`config.mk`:
```
export PLATFORM = sky130hd
export DESIGN_NAME = serial_bit_source
export DESIGN_NICKNAME = d
export VERILOG_FILES = /design/src/rtl/serial_bit_source.sv
export SDC_FILE = /design/constraint.sdc
export NUM_CORES = 1
export LEC_CHECK = 0
export BUFFER_PORTS_ARGS = -buffer_cell sky130_fd_sc_hd__buf_2
export CORE_UTILIZATION = 56
export CTS_BUF_LIST = sky130_fd_sc_hd__clkbuf_4 sky130_fd_sc_hd__clkbuf_8 sky130_fd_sc_hd__clkbuf_16
export CTS_CLUSTER_DIAMETER = 100
export DETAILED_ROUTE_END_ITERATION = 8
export PLACE_DENSITY_LB_ADDON = 0.1
export SLEW_MARGIN = 20
export SYNTH_ARGS = -nofsm -noshare
export SYNTH_HDL_FRONTEND = slang
export SYNTH_SLANG_ARGS = --single-unit
```
`constraint.sdc`:
```
create_clock -name clk -period 2.51 [get_ports clk]
set_input_delay 0.6275 -clock clk [delete_from_list [all_inputs] [get_ports clk]]
set_output_delay 0.6275 -clock clk [all_outputs]
set_load 0.01 [all_outputs]
```
`src/rtl/serial_bit_source.sv`:
```
// Parallel-to-serial bit source: a one-entry holding buffer feeds a shifter that
// emits one bit per enabled clock, so back-to-back words stream without gaps.
//
// state | meaning
// IDLE  | cnt == 0, no bit in flight; a held word is launched on the next enabled edge
// SHIFT | cnt >  0, cnt bits of the current word remain in shreg
module serial_bit_source #(
  parameter int WIDTH      = 8,
  parameter bit MSB_FIRST  = 1'b1,
  parameter bit IDLE_LEVEL = 1'b0
) (
  input  logic             clk,
  input  logic             rst,
  input  logic [WIDTH-1:0] in_data,
  input  logic             in_valid,
  output logic             in_ready,
  input  logic             en,
  output logic             x_out,
  output logic             x_valid,
  output logic             frame_done,
  output logic             busy
);

  localparam int CW = $clog2(WIDTH);
  localparam logic [CW-1:0] LAST = CW'(WIDTH - 1);
  localparam logic [CW-1:0] ONE  = CW'(1);

  logic [WIDTH-1:0] hold;
  logic [WIDTH-1:0] shreg;
  logic             hold_valid;
  logic [CW-1:0]    cnt;

  logic             hold_head;
  logic             shreg_head;
  logic [WIDTH-1:0] hold_rest;
  logic [WIDTH-1:0] shreg_rest;

  // The emit end is the MSB or LSB; shifting is logical toward that end.
  always_comb begin
    hold_head  = MSB_FIRST ? hold[WIDTH-1]  : hold[0];
    shreg_head = MSB_FIRST ? shreg[WIDTH-1] : shreg[0];
    hold_rest  = MSB_FIRST ? (hold << 1)    : (hold >> 1);
    shreg_rest = MSB_FIRST ? (shreg << 1)   : (shreg >> 1);
  end

  assign in_ready = !hold_valid;
  assign busy     = hold_valid || (cnt != '0) || x_valid;

  always_ff @(posedge clk or negedge rst) begin
    if (!rst) begin
      hold       <= '0;
      hold_valid <= 1'b0;
      shreg      <= '0;
      cnt        <= '0;
      x_out      <= IDLE_LEVEL;
      x_valid    <= 1'b0;
      frame_done <= 1'b0;
    end else begin
      // Accept cannot collide with the drain below: hold_valid gates in_ready.
      if (in_valid && !hold_valid) begin
        hold       <= in_data;
        hold_valid <= 1'b1;
      end

      if (en) begin
        frame_done <= 1'b0;
        if (cnt != '0) begin
          x_out      <= shreg_head;
          x_valid    <= 1'b1;
          shreg      <= shreg_rest;
          cnt        <= cnt - ONE;
          frame_done <= (cnt == ONE);
        end else if (hold_valid) begin
          x_out      <= hold_head;
          x_valid    <= 1'b1;
          shreg      <= hold_rest;
          cnt        <= LAST;
          hold_valid <= 1'b0;
        end else begin
          x_out   <= IDLE_LEVEL;
          x_valid <= 1'b0;
        end
      end else begin
        x_valid    <= 1'b0;
        frame_done <= 1'b0;
      end
    end
  end

endmodule

```
-- Word-level counts from Yosys, hierarchy flattened
Cells that the tools add are included.
- multiplexer cells: 15
- add/sub/neg operators: 1
- reductions and logical operators: 7
- equality and inequality tests: 1
- operator list (kind ; number):
    $mux W8 ; 2
    $mux W1 ; 11
    $mux W3 ; 2
    $eq A3 B1 Y1 const B ; 1
    $reduce_bool A3 Y1 ; 1
    $sub A3 B1 Y3 const B ; 1
    $logic_or A1 B1 Y1 ; 2
    $reduce_and A2 Y1 ; 1
    $reduce_bool A2 Y1 ; 1
    $logic_and A1 B1 Y1 ; 1
    $logic_not A1 Y1 ; 1
- output and inout bits: 5
- register bits after elaboration: 23
- word-level logic and storage cells: 31

-- Logic depth before layout (Yosys ltp)
- depth in word-level cells: 6
- gate-level depth with buffers: 6
- gate-level depth less buffers: 5

-- Worst setup path after synthesis
OpenSTA, ideal clock, no wires.
- path type: register to output
- from: register cnt[0]
- to: output port busy
- path buffers: 0
- arrival: 1.118 ns
- data required time: 1.882 ns
- setup slack: 0.765 ns
- stages on the path, launching flop included: 5
- cells stage by stage: dfrtp_1 inv_1 ha_1 nand2b_1 or3_1
- longest elaborated chain between the ends: 3
- RTL lines (what ; RTL line ; source):
    from (decl) ; 31 ; logic [CW-1:0] cnt;
    from (signal assigned) ; 71 ; cnt <= cnt - ONE;
    $reduce_bool A3 Y1 ; 47 ; assign busy = hold_valid || (cnt != '0) || x_valid;
    $logic_or A1 B1 Y1 (2 in series) ; 47 ;
    to (decl) ; 21 ; output logic busy
Every way passes these cells.

-- Final worst setup path
Same ends and word-level chain as after synthesis.

==> metrics.txt <==
H-tree depth 1; post-route ant nets 0; maximum vdd drop 0.6462 mV; Setup Fix Bufs, Post-CTS 0; Arrival @ worst endpoint 1.63 ns; vias per cell 5.898; synthesized area per cell 13.01 um2; vias in the first global route 655; Wirelength per Cell 15.12 um; TritonCTS clock tree done; First-pass DRT Iterations 2; class of the worst hold path in2async; CTS Hold Bufs 0; post-synthesis sequential area ratio 57.97%; first-pass GRT wire length 2.815 mm; post-synthesis mux area share 11.73%; Pwr Total 1.223 mW; cell taking the most area after synthesis dfrtp_1; asr flop ratio synth 100.0%; I/O Pins 17; clk slew on worst S/H paths 0.12 ns; First DRT Iteration DRCs 1; HPWL Detailed 1.170 mm; die area 1865 um2; vias post-DR 637; DR DRC count 0; Post-Synth Simple-Gate Area 6.851%; hold slack final 0.2638 ns; Gate Count Post-Synth 73; Synthesized Nets 88; cell area after synthesis 949.7 um2; final worst path period need 2.254 ns; die width 43.18 um; Fin Clk Skew 0.002292 ns; cell area power density 1132 nW/um2; FF+latch count, synth 22; Post-Synth Adder-Cell Area 3.953%; Port Buffers 16; RSZ-0062 raised after global routing no; Num Clock Sinks 22; critical path class reg2out; critical path launch point type register; starting density of the core 61.61%; XOR/XNOR share of the synthesized area 0%; setup TNS 0 ns; Tot GR Track Use 20.97%; CP Capture Type output port; Post-CTS Resized 0; initial antenna violation count 0; main combinational cell family by area after synthesis compound AO/OA/AOI/OAI gates; status complete, no violations; most frequent cells after synthesis 22 x dfrtp_1, 9 x mux2_2, 7 x o22ai_1, 6 x a2bb2oi_1, 4 x inv_1; deepest clock path buffer count 2; final setup fails 0; GPL Wtd Cong 0.7415; part of the cycle the worst path needs 89.81%; Pins Over Slew Limit 0; GRT overflow 0; leakage 0.5054 nW; Ys Warns 0; CTS Root Cell clkbuf_4; final WL 1.633 mm; Num CTS Buffers 3; R2R Setup Slk 0.86 ns; FP Rows 14; Synth area leaders dfrtp_1 58%, mux2_2 11%, a2bb2oi_1 5.5%, o22ai_1 4.6%, ha_1 4.0%; most used flip-flop cell after synthesis dfrtp_1; # diodes 0; Worst Tran Pin Value 0.4721 ns; Layout area overhead 13.83%; final hold vios 0; Final #Nets 108; max_cap viols 0; top cell type's share of synthesized area 57.97%; Rel. slew slack 68.53%; maximum clock rate 0.4436 GHz; worst-path fanout max 5; most common cell in the netlist dfrtp_1; Compound-Gate Fraction of Synth Area 15.81%; final core utilization 70.13%; floorplan core area 1541 um2; synth unique cells 23; chip height 43.18 um; Final Non-Filler Cells 108; Placed Cells 104; share of cells above drive strength 1 35.87%; number of enable flip-flop cells after synthesis 0; Clock Latency Late Sink 0.30 ns; largest net degree at the start of global routing 23; Worst EP required 1.88 ns
==> logic make-up after synthesis <==
family,after synthesis
simple gates,11
flops,22
fa+ha+maj,3
compound gates,20
mux,10
buf+inv,7
==> worst paths after layout <==
kind	startpoint	end	cells past startpoint
worst min-delay path	rst	frame_done	1
worst min register to register	hold[6]	hold[6]	1
worst max register to register	cnt[0]	cnt[1]	6
min in group clk	hold[6]	hold[6]	1
max in group asynchronous	rst	hold[0]	1
worst max-delay path	cnt[0]	busy	5
==> report_power, final <==
part	internal, mW	switching (mW)	total, mW	leakage [nW]
Combinational	0.238	0.199	0.437	0.230
Clock	0.0883	0.101	0.189	0.0210
Sequential	0.506	0.0911	0.597	0.255
==> critical path, stage by stage (launching register included) <==
cell,delay (ns)
dfrtp_1,0.40
inv_1,0.11
ha_1,0.25
nand2b_1,0.12
or3_1,0.31
buf_2,0.14
==> through the flow <==
| stage | cell area (um2) | setup slack, ns |
|---|---|---|
| after floorplan | 949.7 | 0.7648 |
| after global placement | 1045 | 0.6425 |
| after detailed placement | 1045 | 0.5862 |
| after CTS | 1081 | 0.2437 |
| after global routing | 1081 | 0.1543 |
| final | 1081 | 0.2557 |
==> placed cells by master (no fill, tap or decap) <==
| master | Yosys | final |
|---|---|---|
| dfrtp_1 | 22 | 22 |
| buf_2 | 1 | 16 |
| mux2_2 | 9 | 9 |
| o22ai_1 | 7 | 7 |
| a2bb2oi_1 | 6 | 6 |
| inv_1 | 4 | 4 |
| a21oi_1 | 3 | 3 |
| ha_1 | 3 | 3 |
| clkbuf_4 | 0 | 3 |
| nor2b_1 | 2 | 2 |
| a31oi_1 | 2 | 2 |
| nand2_1 | 2 | 2 |
| buf_4 | 0 | 2 |
| nand2b_1 | 1 | 1 |
| or3_1 | 1 | 1 |
| a21boi_4 | 1 | 1 |
| nor4bb_1 | 1 | 1 |
| or2_2 | 1 | 1 |
| nand3b_1 | 1 | 1 |
| mux2i_1 | 1 | 1 |
| a21o_1 | 1 | 1 |
| nand3_1 | 1 | 1 |
| nor2_1 | 1 | 1 |
| clkbuf_8 | 0 | 1 |
==> flip-flops by register name, summed over array words and instances (netlist names) <==
register,flops
cnt,3
hold,8
x_valid,1
x_out,1
frame_done,1
hold_valid,1
shreg,7
==> final cells by class <==
cell class,instances,area (um2)
Timing Repair Buffer,18,95.09
Clock buffer,4,36.28
Multi-Input combinational cell,44,364.1
Tap cell,16,20.02
Sequential cell,22,550.5
Inverter,4,15.01
Fill cell,122,460.4
==> metal layers <==
layer	part of all wire, %	track usage [%]	wire [um]	vias to the layer above
li1	-	-	-	307
met1	46	27.07	754	315
met2	50	34.93	815	13
met3	3.3	2.553	54	2
met4	0.55	9.697	9	0
met5	0	0	0	-
Note: power is estimated with default switching activity, not from simulation.
